### src/rtl/demux1to2_stream.sv
// demux1to2_stream: steers each input beat to one of two FIFO-buffered output channels by in_sel
module demux1to2_stream #(
  parameter int DATA_W = 8,
  parameter int DEPTH  = 2,
  parameter int CNT_W  = 8
) (
  input  logic              clk,
  input  logic              rst_n,
  input  logic              in_valid,
  output logic              in_ready,
  input  logic [DATA_W-1:0] in_data,
  input  logic              in_sel,
  output logic              out0_valid,
  input  logic              out0_ready,
  output logic [DATA_W-1:0] out0_data,
  output logic              out1_valid,
  input  logic              out1_ready,
  output logic [DATA_W-1:0] out1_data,
  output logic [CNT_W-1:0]  cnt0,
  output logic [CNT_W-1:0]  cnt1
);
  localparam int AW = $clog2(DEPTH);
  localparam logic [AW:0] full_n = (AW+1)'(DEPTH);
  logic [1:0] full, vld, push, pop, ordy;
  logic [1:0][DATA_W-1:0] dout;
  logic [1:0][CNT_W-1:0] cnt;
  assign ordy = {out1_ready, out0_ready};
  // ready looks only at the selected channel's full flag: head-of-line blocking, no out-ready path
  assign in_ready = ~full[in_sel];
  genvar g;
  for (g = 0; g < 2; g++) begin : ch
    logic [DATA_W-1:0] mem [DEPTH];
    logic [AW-1:0] wp, rp;
    logic [AW:0] occ;
    assign full[g] = occ == full_n;
    assign vld[g]  = occ != '0;
    assign push[g] = in_valid & in_ready & (in_sel == 1'(g));
    assign pop[g]  = vld[g] & ordy[g];
    assign dout[g] = mem[rp];
    always_ff @(posedge clk)
      if (push[g]) mem[wp] <= in_data;
    always_ff @(posedge clk or negedge rst_n)
      if (!rst_n) begin
        wp     <= '0;
        rp     <= '0;
        occ    <= '0;
        cnt[g] <= '0;
      end else begin
        wp     <= push[g] ? wp + 1'b1 : wp;
        rp     <= pop[g] ? rp + 1'b1 : rp;
        occ    <= occ + (AW+1)'(push[g]) - (AW+1)'(pop[g]);
        cnt[g] <= push[g] ? cnt[g] + 1'b1 : cnt[g];
      end
  end
  assign out0_valid = vld[0];
  assign out1_valid = vld[1];
  assign out0_data  = dout[0];
  assign out1_data  = dout[1];
  assign cnt0       = cnt[0];
  assign cnt1       = cnt[1];
endmodule

### config.mk
export PLATFORM = sky130hd
export DESIGN_NAME = demux1to2_stream
export DESIGN_NICKNAME = d
export VERILOG_FILES = /design/src/rtl/demux1to2_stream.sv
export SDC_FILE = /design/constraint.sdc
export NUM_CORES = 1
export LEC_CHECK = 0
export BUFFER_PORTS_ARGS = -buffer_cell sky130_fd_sc_hd__buf_2
export CORE_MARGIN = 5
export CORE_UTILIZATION = 25
export CTS_CLUSTER_SIZE = 12
export DETAILED_ROUTE_END_ITERATION = 12
export HOLD_SLACK_MARGIN = 0.1
export PLACE_DENSITY = 0.55
export SLEW_MARGIN = 20
export SYNTH_ARGS = -nofsm -noshare
export SYNTH_HDL_FRONTEND = slang
export SYNTH_SLANG_ARGS = --single-unit
### constraint.sdc
create_clock -name clk -period 1.8 [get_ports clk]
set_input_delay 0.09 -clock clk [delete_from_list [all_inputs] [get_ports clk]]
set_output_delay 0.09 -clock clk [all_outputs]
set_load 0.01 [all_outputs]
After elaboration in Yosys (flattened, before gate mapping)
Memory sizes are Yosys's and may differ from the RTL's.
Cells that the tools add are included.
{"block": "op_classes", "muxes": 6, "n_lt_le_gt_ge": 1, "addsub": 10, "bitwise_logic": 7, "n_shift": 0, "eq_ne": 2, "div_mod_pow": 0, "reduce_logical": 2, "n_mul": 0}
{"operator": "adder 8 x 1 -> 8 bit, second input constant", "count": 2}
{"operator": "two-way mux 1 bit", "count": 6}
{"operator": "bitwise AND 1 bit", "count": 5}
{"operator": "adder 1 bit, second input constant", "count": 4}
{"operator": "adder 2 x 1 -> 2 bit", "count": 2}
{"operator": "equality test 2 bit, second input constant", "count": 2}
{"operator": "nonzero test 2 bit", "count": 2}
{"operator": "subtractor 2 x 1 -> 2 bit", "count": 2}
{"operator": "less-than comparator 1 x 2 -> 1 bit, second input constant", "count": 1}
{"operator": "NOT 1 bit", "count": 2}
{"block": "totals", "output_inout_bits": 35, "wordCells": 38, "rom_bits": 0, "memories": 2, "latchBits": 0, "in_bits": 14, "ff_bits": 24, "mem_bits_rw": 32}
{"name": "ch[0].mem", "words": 2, "width": 8, "read_ports": 1, "rd_ports_with_merged_regs": 0, "wr": 1, "line": "32", "text": "logic [DATA_W-1:0] mem [DEPTH];"}
{"name": "ch[1].mem", "words": 2, "width": 8, "read_ports": 1, "rd_ports_with_merged_regs": 0, "wr": 1, "line": "32"}

Logic depth before layout (Yosys ltp)
Gate-level depths: netlist of run 1.
{"block": "logic_depth", "ltp_word": 8, "depth_mapped": 7}

Worst setup path after synthesis of run 1
Ideal clock, no wire load.
{"block": "synth_timing", "path_type": "register to register", "from": "reg ch[0].occ[1]", "to": "reg ch[0].occ[1]", "setup_ns": 0.125, "slack_ns": 0.023, "path_stages_with_launch": 8, "required_time_ns": 1.675, "arrival_ns": 1.652, "synth_period_minus_slack_ns": 1.777, "path_cell_list": "dfrtp_1 or2_2 and2_1 ha_1 inv_1 ha_1 xnor2_1 xnor2_1"}
{"block": "synth_via", "word_cells_on_any_way": 10, "cone_classes": "add/sub: 2; eq/ne: 1; mux: 2; bitwise: 4; reduce/logical: 1"}
{"item": "start, declared", "line": "34", "text": "logic [AW:0] occ;"}
{"item": "start signal, assigned", "line": "51", "text": "occ <= occ + (AW+1)'(push[g]) - (AW+1)'(pop[g]);"}
{"item": "nonzero test 2 bit", "line": "36", "text": "assign vld[g] = occ != '0;"}
{"item": "via out0_valid", "line": "13", "text": "output logic out0_valid,"}
{"item": "bitwise AND 1 bit", "line": "38", "text": "assign pop[g] = vld[g] & ordy[g];"}
{"item": "via pop[0]", "line": "24", "text": "logic [1:0] full, vld, push, pop, ordy;"}
{"item": "subtractor 2 x 1 -> 2 bit", "line": "51"}
The timed path passes the listed nets, and every way through them passes these cells. The select of a mux whose other input is x is not followed.
A chain may end at the register's enable or synchronous reset.

Final worst setup path of run 1
{"block": "layout_timing", "from": "reg ch[0].occ[0]", "to": "reg ch[0].occ[1]"}
{"block": "layout_via", "word_cells_on_any_way": 10, "cone_classes": "add/sub: 2; eq/ne: 1; mux: 2; bitwise: 4; reduce/logical: 1"}
{"item": "nonzero test 2 bit", "line": "36"}
{"item": "bitwise AND 1 bit", "line": "38"}
{"item": "via pop[0]", "line": "24"}
{"item": "subtractor 2 x 1 -> 2 bit", "line": "51"}
The timed path passes the listed nets, and every way through them passes these cells. The select of a mux whose other input is x is not followed.

==> results of run 1 <==
layer usage:
layer	wire, um	global-route usage, %
met1	2020	10.0
met2	2150	13.9
met3	181	2.27
met4	24	2.50
met5	0	0
worst max-delay path: cells and delay by family, from the launching register on:
kind                       cells  cell delay (ps)
and+or+nand+nor                2              480
adders and majority gates      2              440
DFF                            1              390
xor gates and xnor gates       2              310
buffers and inverters          1               30
cell usage in the layout, fill, tap and decap left out, types with 4 or more instances in the layout:
| master | n |
|---|---|
| and2_1 | 4 |
| buf_2 | 48 |
| buf_4 | 9 |
| clkbuf_8 | 5 |
| dfrtp_1 | 24 |
| dlygate4sd3_1 | 11 |
| edfxtp_1 | 32 |
| ha_1 | 4 |
| inv_1 | 4 |
| mux2_2 | 18 |
| nand3_1 | 6 |
| xnor2_1 | 15 |
| xor2_1 | 6 |
synthesized netlist by cell type:
library cell,instances,area share (%)
nand2_1,3,0.49
or2_2,2,0.55
and3_1,1,0.27
nor3b_1,1,0.33
nor3_1,1,0.22
nor2b_1,1,0.27
nand2_2,1,0.27
inv_2,1,0.16
nand4_1,3,0.82
nor3_2,1,0.44
and2_1,6,1.6
ha_1,6,3.3
dfrtp_1,24,26
edfxtp_1,32,42
a211oi_4,1,0.87
nand4_2,1,0.55
xor2_1,6,2.3
buf_2,2,0.44
and3_2,1,0.33
inv_1,4,0.66
xnor2_1,16,6.1
mux2_2,18,8.9
nor2_4,1,0.49
a21oi_1,1,0.22
nand3_1,6,1.3
and2b_4,1,0.44
buf_6,1,0.49
registers in the layout, indices dropped and copies added, names as in the netlist:
signal / cells
cnt0: 8
cnt1: 8
ch.mem: 32
ch.wp: 2
ch.occ: 4
ch.rp: 2
worst max-delay path by stage:
stage                     cells past startpoint      endpoint          from
after detailed placement                      7  ch[1].occ[1]  ch[1].occ[0]
final                                         7  ch[0].occ[1]  ch[0].occ[0]
after global routing                          7  ch[0].occ[1]  ch[0].occ[0]
after global placement                        7  ch[1].occ[1]  ch[1].occ[1]
after CTS                                     7  ch[1].occ[1]  ch[1].occ[0]
after floorplan                               7  ch[0].occ[1]  ch[0].occ[1]
per-stage QoR:
| stage | instances | hold slack (ps) | instance area, sq um | worst slack, ps | util [%] |
|---|---|---|---|---|---|
| after floorplan | 142 | -206 | 2290 | 23.0 | - |
| after global placement | 306 | 119 | 2710 | 111 | 29.9 |
| after detailed placement | 306 | 123 | 2710 | 44.3 | 29.9 |
| after CTS | 324 | 100 | 2920 | 14.1 | 32.2 |
| after global routing | 326 | 169 | 2970 | 7.19 | 32.8 |
| final | 326 | 148 | 2970 | 68.7 | 32.8 |
repair_timing:
item / 4_1_cts / 5_1_grt
setup buffers: 0 / 1
endpoints found under the setup margin: 0 / 2
resized for setup: 0 / 6
hold buffers: 10 / 1
endpoints found under the hold margin: 57 / 1
cell families after synthesis:
kind of cell | Yosys count
AO/OA/AOI/OAI | 2
flip-flops | 56
adder cells (fa/ha/maj) | 6
AND/OR/NAND/NOR | 30
XOR/XNOR | 22
buffers and inverters | 8
multiplexers | 18
layout make-up:
type | count | area share, %
Multi-Input combinational cell | 78 | 24.2
Timing Repair Buffer | 68 | 14.1
Inverter | 5 | 0.632
Tap cell | 111 | 4.68
Clock buffer | 5 | 2.32
Clock inverter | 3 | 1.56
Sequential cell | 56 | 52.6
power by group through the flow:
stage / registers [uW] / clock network [uW] / logic [uW]
global route: 1990 / 906 / 1550
finish: 1940 / 828 / 1390
floorplan: 1910 / 0 / 848
CTS: 1960 / 869 / 1350
detailed placement: 1980 / 0 / 1330
global placement: 1970 / 0 / 1310
==> results.yml, run 1 <==
critical_path:
  critPathMaxStageDelay_ps: 390
  cp_max_fo: 2
  r2r_start: "ch[0].occ[0]"
  crit_path_start_kind: "flop"
  reg2regPathDepth: 7
  rrSetupSlack_ps: 70
  cp_slowest_cell: "dfrtp_1"
  path_class: "reg2reg"
  path_common_cell: "xnor2_1"
  rr_endpoint: "ch[0].occ[1]"
  critical_path.cell_chain: "or2_2, and2_4, ha_4, inv_1, ha_1, xnor2_1, xnor2_1"
  crit_path_end_kind: "flop"
  arrival_ps: 1960
  critPathRequiredTime_ps: 2030
min_path:
  hold_depth: 3
  hold_class: "in2reg"
  hp-start: "in_sel"
  worstHoldEndpoint: "ch[0].wp"
timing:
  hold_viol: 0
  finalSetupViolations: 0
  drv_slew: 0
  finalSetupTns_ps: 0
  max_freq_ghz: 0.578
  rsz0062_at_grt: "no"
  fin_crit_sh_pct: 96.2
  relSlewSlack_pct: 62.2
  worst_pin_slew_ps: 568
  fin_crit_ps: 1730
  skew_ps: 13.6
floorplanning:
  pin_count: 49
  die_h_um: 106
  num_rows: 35
  dieArea_sq_mm: 0.0112
  die_w_um: 106
  core_area_sq_mm: 0.00906
  start_util_pct: 25.3
power_and_ir_drop:
  pwr_density_cell_mw_per_mm2: 1400
  clockPowerShare_pct: 19.9
  p_sw_share_pct: 32.0
  p_leak_uw: 0.00122
  combPwrFrac_pct: 33.3
  power.total_uw: 4150
  peakVddDrop_v: 0.000502
  internal-power_uw: 2820
  p_seq_share_pct: 46.7
  netSwitchingPower_uw: 1330
place:
  numPortBuffers: 48
  dp_hpwl_um: 3110
  finalWeightedCongestion: 0.697
drt:
  drt-pass1-iter-count: 4
  dr.first_iter.drc_count: 18
  ant_nets: 0
  routed_wl_um: 4370
  drc_errors: 0
  via_per_inst: 4.02
  wl_per_cell_um: 13.4
  num_vias: 1311
cells_and_area:
  syn2layout_area_growth_pct: 29.7
  nNetsFinal: 234
  fillers: 904
  drive_gt1_share_pct: 45.6
  diodes: 0
  multiInputGateArea_sq_um: 718
  seq_area_sq_mm: 0.00156
synth:
  synth_seq_cells: 56
  syn_inst: 142
  avgSynthCellArea_sq_um: 16.1
  yosysSeqAreaShare_pct: 68.2
  synth-adder-area-share_pct: 3.28
  synth_nets: 162
  synth_compound_area_share_pct: 1.09
  synth_warnings: 0
  synth_xor_area_share_pct: 8.42
  synth_cell_types: 27
  syn_area_sq_mm: 0.00229
  synthMuxAreaShare_pct: 8.85
  synth_top_family_by_area: "multiplexers"
  yosys.area_share.simple_pct: 8.42
cts:
  cts_sinks: 56
  cts_made_buffers: 5
  ctsLongestPathBuffers: 2
  cts.clk_slew.worst_paths_ps: 110
  h-tree-depth: 2
  cts_tree: "yes"
  clock_latency_ps: 310
  cts_root_buf: "clkbuf_8"
job:
  maxCapViolations: 0
global_routing:
  grt_max_degree: 25
  antenna_found_initial: 0
  grt_pass1_vias: 1388
  grt_use_total_pct: 8.15
  grt.overflow.total: 0
  grt_first_pass_wirelength_um: 7200
run_status:
  status: "complete, no violations"
(Power assumes the default switching activity.)
==> run 2: changes to the inputs <==
--- a/config.mk
+++ b/config.mk
@@ -5,7 +5,9 @@
 export SDC_FILE = /design/constraint.sdc
 export NUM_CORES = 1
 export LEC_CHECK = 0
+export ABC_AREA = 1
 export BUFFER_PORTS_ARGS = -buffer_cell sky130_fd_sc_hd__buf_2
+export CAP_MARGIN = 5
 export CORE_MARGIN = 5
 export CORE_UTILIZATION = 25
 export CTS_CLUSTER_SIZE = 12
==> run 2 against run 1 <==
Against the previous run: wire length rose by 20%; worst setup slack better by 130 ps; register-to-register slack gained 130 ps; critical endpoint is now out1_data[1]; highest routed layer unchanged.
==> results.yml, run 2 <==
cells_and_area:
  syn2layout_area_growth_pct: 24.9
  final_cell_count_no_fill: 457
  largest_register_ffs: 32
  multiInputGateArea_sq_um: 805
  seq_area_sq_mm: 0.00156
  diodes: 0
  drive_gt1_share_pct: 20.7
  mostFrequentLayoutCells: "nand2_1, buf_2, edfxtp_1, inv_1, dfrtp_1"
  final_common_cell: "nand2_1"
  nNetsFinal: 343
  postLayoutCoreUtil_pct: 32.0
  fillers: 1015
  regMostFlops: "ch.mem"
synth:
  avgSynthCellArea_sq_um: 9.82
  synth_cell_types: 22
  synthFlopType: "edfxtp_1"
  ys_async_sr_fraction_pct: 42.9
  synth_top_family_by_area: "simple AND/OR/NAND/NOR gates"
  yosys-top-cells-area: "edfxtp_1, dfrtp_1, nand2_1, inv_1, ha_1"
  synthMuxAreaShare_pct: 0
  synth_xor_area_share_pct: 4.55
  synth_most_common_cell: "nand2_1"
  yosys.area_share.simple_pct: 22.6
  syn_area_sq_mm: 0.00250
  synth_top_area_cell: "edfxtp_1"
  synth_top_area_share_pct: 38.4
  yosysSeqAreaShare_pct: 62.4
  syn_inst: 255
  synth-adder-area-share_pct: 3.00
  synth_seq_cells: 56
  synth_nets: 275
  synth_commonest_cells: "nand2_1, edfxtp_1, inv_1"
  synth_warnings: 0
  synth_compound_area_share_pct: 2.00
  synth_edf_count: 32
drt:
  wl_per_cell_um: 11.5
  drc_errors: 0
  routed_wl_um: 5240
  dr.first_iter.drc_count: 57
  via_per_inst: 3.92
  ant_nets: 0
  drt-pass1-iter-count: 4
  num_vias: 1791
critical_path:
  arrival_ps: 1510
  endpoint: "out1_data[1]"
  critPathRequiredTime_ps: 1710
  cp_slowest_cell: "dfrtp_1"
  cp_max_fo: 9
  critical_path.cell_chain: "clkinv_1, nand2_1, nand2_1, buf_2"
  rrSetupSlack_ps: 200
  path_depth: 4
  path_common_cell: "nand2_1"
  rr_endpoint: "ch[0].occ[1]"
  crit_path_start_kind: "flop"
  path_delay_family: "flip-flops"
  cp_num_buf_inv: 2
  crit_path_end_kind: "output pin"
  path_class: "reg2out"
  r2r_start: "ch[0].occ[1]"
  critPathLaunch: "ch[1].rp"
  critPathMaxStageDelay_ps: 510
  reg2regPathDepth: 9
power_and_ir_drop:
  peakVddDrop_v: 0.000444
  p_leak_uw: 0.00152
  pwr_density_cell_mw_per_mm2: 1280
cts:
  cts.clk_slew.worst_paths_ps: 100
  cts_sinks: 56
  post-cts-setup-buffer-count: 0
  clock_latency_ps: 310
  cts_root_buf: "clkbuf_8"
  ctsLongestPathBuffers: 2
  cts_resized: 0
  cts_hold_buf: 11
  h-tree-depth: 2
  cts_tree: "yes"
  cts_made_buffers: 5
floorplanning:
  die_h_um: 110
  start_util_pct: 25.6
  dieArea_sq_mm: 0.0121
  die_w_um: 110
  pin_count: 49
  core_area_sq_mm: 0.00977
  num_rows: 36
timing:
  rsz0062_at_grt: "no"
  finalSetupTns_ps: 0
  fin_crit_ps: 1600
  skew_ps: 4.10
  drv_slew: 0
  max_freq_ghz: 0.625
  fin_crit_sh_pct: 88.9
  hold_viol: 0
  worst_pin_slew_ps: 556
  relSlewSlack_pct: 62.9
  finalSetupViolations: 0
  worst_hold_slack_ps: 176
place:
  dp_hpwl_um: 3880
  finalWeightedCongestion: 0.759
  placedCellCount: 438
  numPortBuffers: 48
run_status:
  status: "complete, no violations"
job:
  maxCapViolations: 0
global_routing:
  antenna_found_initial: 0
  grt_pass1_vias: 1871
  grt_max_degree: 25
  grt_use_total_pct: 9.29
  grt.overflow.total: 0
  grt_first_pass_wirelength_um: 8690
min_path:
  hold_class: "in2reg"
==> run 2: changes by cell type after synthesis, moves of 4 or more <==
cell / previous run / this run
o21bai_1: 0 / 4
inv_1: 4 / 27
mux2_2: 18 / 0
nor2_1: 0 / 12
xnor2_1: 16 / 6
nand2_1: 3 / 112
and2_1: 6 / 0
==> run 2: stage by stage <==
| step | area [sq um] | power, uW | worst slack [ps] |
|---|---|---|---|
| after floorplan | 2500 | 2790 | 238 |
| after global placement | 2930 | 3320 | 252 |
| after detailed placement | 2930 | 3370 | 202 |
| after CTS | 3130 | 4100 | 151 |
| after global routing | 3130 | 4360 | 55.4 |
| final | 3130 | 4010 | 199 |
==> run 2: tightest hold or removal path: cells and delay by family <==
kind / cells / cell delay (ps)
AND/OR/NAND/NOR: 3 / 180
buffers and inverters: 2 / 180
==> run 2: layout make-up <==
class	count	share of cell area, %
Sequential cell	56	49.9
Multi-Input combinational cell	165	25.7
Timing Repair Buffer	64	12.4
Tap cell	133	5.32
Clock buffer	5	2.20
Clock inverter	3	0.680
Inverter	31	3.72
==> run 2: power by group <==
| part | leakage [uW] | switching [uW] | total (uW) | internal, uW |
|---|---|---|---|---|
| combinational | 0.000888 | 882 | 1470 | 586 |
| clock | 0.0000445 | 414 | 691 | 277 |
| sequential | 0.000583 | 215 | 1850 | 1640 |
==> run 2: cell families after synthesis <==
family / after synthesis
buf+inv: 34
flops: 56
fa+ha+maj: 6
xor+xnor: 13
simple gates: 138
compound gates: 8
==> run 2: routing by layer <==
| layer | vias to the layer above | GRT usage, % | wire [um] |
|---|---|---|---|
| li1 | 932 | - | - |
| met1 | 813 | 12.1 | 2580 |
| met2 | 41 | 15.0 | 2280 |
| met3 | 5 | 2.68 | 324 |
| met4 | 0 | 2.67 | 49 |
| met5 | - | 0 | 0 |
==> run 2: worst min-delay path by stage <==
stage	start	endpoint	slack, ps	cells past startpoint
finish	in_valid	cnt1[5]	180	5
detailed placement	rst_n	cnt0[1]	120	1
CTS	in_valid	cnt1[6]	160	5
global placement	rst_n	cnt0[0]	120	1
global route	in_valid	cnt1[7]	200	5
floorplan	rst_n	ch[0].occ[0]	-210	0
==> run 3: changes to the inputs <==
--- a/config.mk
+++ b/config.mk
@@ -8,12 +8,14 @@
 export ABC_AREA = 1
 export BUFFER_PORTS_ARGS = -buffer_cell sky130_fd_sc_hd__buf_2
 export CAP_MARGIN = 5
-export CORE_MARGIN = 5
+export CELL_PAD_IN_SITES_DETAIL_PLACEMENT = 1
+export CELL_PAD_IN_SITES_GLOBAL_PLACEMENT = 1
+export CORE_MARGIN = 10
 export CORE_UTILIZATION = 25
 export CTS_CLUSTER_SIZE = 12
 export DETAILED_ROUTE_END_ITERATION = 12
 export HOLD_SLACK_MARGIN = 0.1
-export PLACE_DENSITY = 0.55
+export PLACE_DENSITY_LB_ADDON = 0.1
 export SLEW_MARGIN = 20
 export SYNTH_ARGS = -nofsm -noshare
 export SYNTH_HDL_FRONTEND = slang
==> run 3 against run 2 <==
Against the previous run: worst hold slack better by 9.3 ps; final cell count rose by 0.66%; die area up 19%; core utilization grew 0.22 points; total power increased by 1.5%; combinational power is 5% higher.
==> results.yml, run 3 (synthesis results as in run 2) <==
cells_and_area:
  regMostFlops: "ch.mem"
  mostFrequentLayoutCells: "nand2_1, buf_2, edfxtp_1, inv_1, dfrtp_1"
  diodes: 0
  largest_register_ffs: 32
  syn2layout_area_growth_pct: 25.7
  nNetsFinal: 346
  fillers: 1155
  final_common_cell: "nand2_1"
  drive_gt1_share_pct: 21.1
timing:
  hold_viol: 0
  finalSetupViolations: 0
  fin_crit_ps: 1610
  finalSetupTns_ps: 0
  skew_ps: 10.9
  fin_crit_sh_pct: 89.6
  rsz0062_at_grt: "no"
  worst_pin_slew_ps: 580
  relSlewSlack_pct: 61.3
  drv_slew: 0
  worst_slack_ps: 186
  max_freq_ghz: 0.620
cts:
  cts.clk_slew.worst_paths_ps: 100
  h-tree-depth: 2
  cts_sinks: 56
  ctsLongestPathBuffers: 2
  cts_root_buf: "clkbuf_8"
  clock_latency_ps: 310
  cts_tree: "yes"
  cts_resized: 0
  cts_made_buffers: 5
floorplanning:
  start_util_pct: 25.6
  die_w_um: 120
  pin_count: 49
  die_h_um: 120
  core_area_sq_mm: 0.00977
  num_rows: 36
  dieArea_sq_mm: 0.0144
power_and_ir_drop:
  pwr_density_cell_mw_per_mm2: 1290
  netSwitchingPower_uw: 1550
  combPwrFrac_pct: 37.8
  peakVddDrop_v: 0.000397
  clockPowerShare_pct: 17.2
  internal-power_uw: 2530
  p_seq_share_pct: 45.0
  power.total_uw: 4070
  p_sw_share_pct: 38.0
  p_leak_uw: 0.00153
drt:
  via_per_inst: 3.98
  dr.first_iter.drc_count: 112
  ant_nets: 0
  drc_errors: 0
  num_vias: 1832
  wl_per_cell_um: 13.6
  drt-pass1-iter-count: 4
  routed_wl_um: 6230
min_path:
  hold_class: "in2reg"
  hp-start: "in_valid"
run_status:
  status: "complete, no violations"
critical_path:
  arrival_ps: 1840
  path_common_cell: "inv_1"
  reg2regPathDepth: 9
  critPathMaxStageDelay_ps: 400
  cp_max_fo: 3
  crit_path_start_kind: "flop"
  critPathLaunch: "ch[0].occ[1]"
  critical_path.cell_chain: "inv_1, nand2_1, nand2_1, inv_1, ha_1, inv_1, ha_1, xnor2_1, xor2_1"
  rrSetupSlack_ps: 190
  cp_slowest_cell: "dfrtp_1"
  r2r_start: "ch[0].occ[1]"
  path_class: "reg2reg"
  endpoint: "ch[0].occ[1]"
  rr_endpoint: "ch[0].occ[1]"
  crit_path_end_kind: "flop"
  critPathRequiredTime_ps: 2030
global_routing:
  grt.overflow.total: 0
  antenna_found_initial: 0
  grt_use_total_pct: 8.95
  grt_pass1_vias: 1977
  grt_max_degree: 25
  grt_first_pass_wirelength_um: 10400
job:
  maxCapViolations: 0
place:
  numPortBuffers: 48
  dp_hpwl_um: 4570
  finalWeightedCongestion: 0.722
  post-place-ws_ps: 171
run 3: power groups by stage:
stage | clock network, uW | registers [uW] | logic [uW]
after floorplan | 0 | 1860 | 929
after global placement | 0 | 1860 | 1570
after detailed placement | 0 | 1860 | 1590
after CTS | 754 | 1840 | 1620
after global routing | 796 | 1880 | 1790
final | 700 | 1830 | 1540
run 3: cell type report:
type | count | area (sq um) | area share (%)
Sequential cell | 56 | 1560 | 49.6
Multi-Input combinational cell | 165 | 805 | 25.6
Timing Repair Buffer | 67 | 410 | 13.0
Tap cell | 133 | 166 | 5.29
Inverter | 31 | 116 | 3.70
Clock buffer | 6 | 72.6 | 2.31
Clock inverter | 2 | 16.3 | 0.517
run 3: layer usage:
layer	wire [um]	global-route usage, %
met1	3090	11.7
met2	2710	13.8
met3	388	3.19
met4	51	2.26
met5	0	0
run 3: worst min path at each step:
stage                   end  cells past startpoint
2_1_floorplan  ch[0].occ[0]                      0
3_3_place_gp        cnt0[7]                      1
6_report            cnt1[6]                      5
5_1_grt             cnt1[6]                      5
3_5_place_dp        cnt0[7]                      1
4_1_cts             cnt1[6]                      5
run 3: stage by stage:
step                      instance area, sq um  instances  hold slack (ps)  utilization (%)
after detailed placement                  2950        441              149             30.2
after global placement                    2950        441              148             30.2
after floorplan                           2500        255             -206                -
after CTS                                 3150        460              178             32.2
after global routing                      3150        460              209             32.2
final                                     3150        460              185             32.2
run 3: critical path, delay by kind of cell, from the launching register on:
kind | cells | cell delay [ps]
flip-flops | 1 | 400
adder cells (fa/ha/maj) | 2 | 450
buffers and inverters | 3 | 180
AND/OR/NAND/NOR | 2 | 170
XOR/XNOR | 2 | 330
run 3: timing repair:
| action | 4_1_cts | 5_1_grt |
|---|---|---|
| hold endpoints to repair | 58 | 0 |
| hold buffers | 11 | 0 |
| buffers inserted | 0 | 0 |
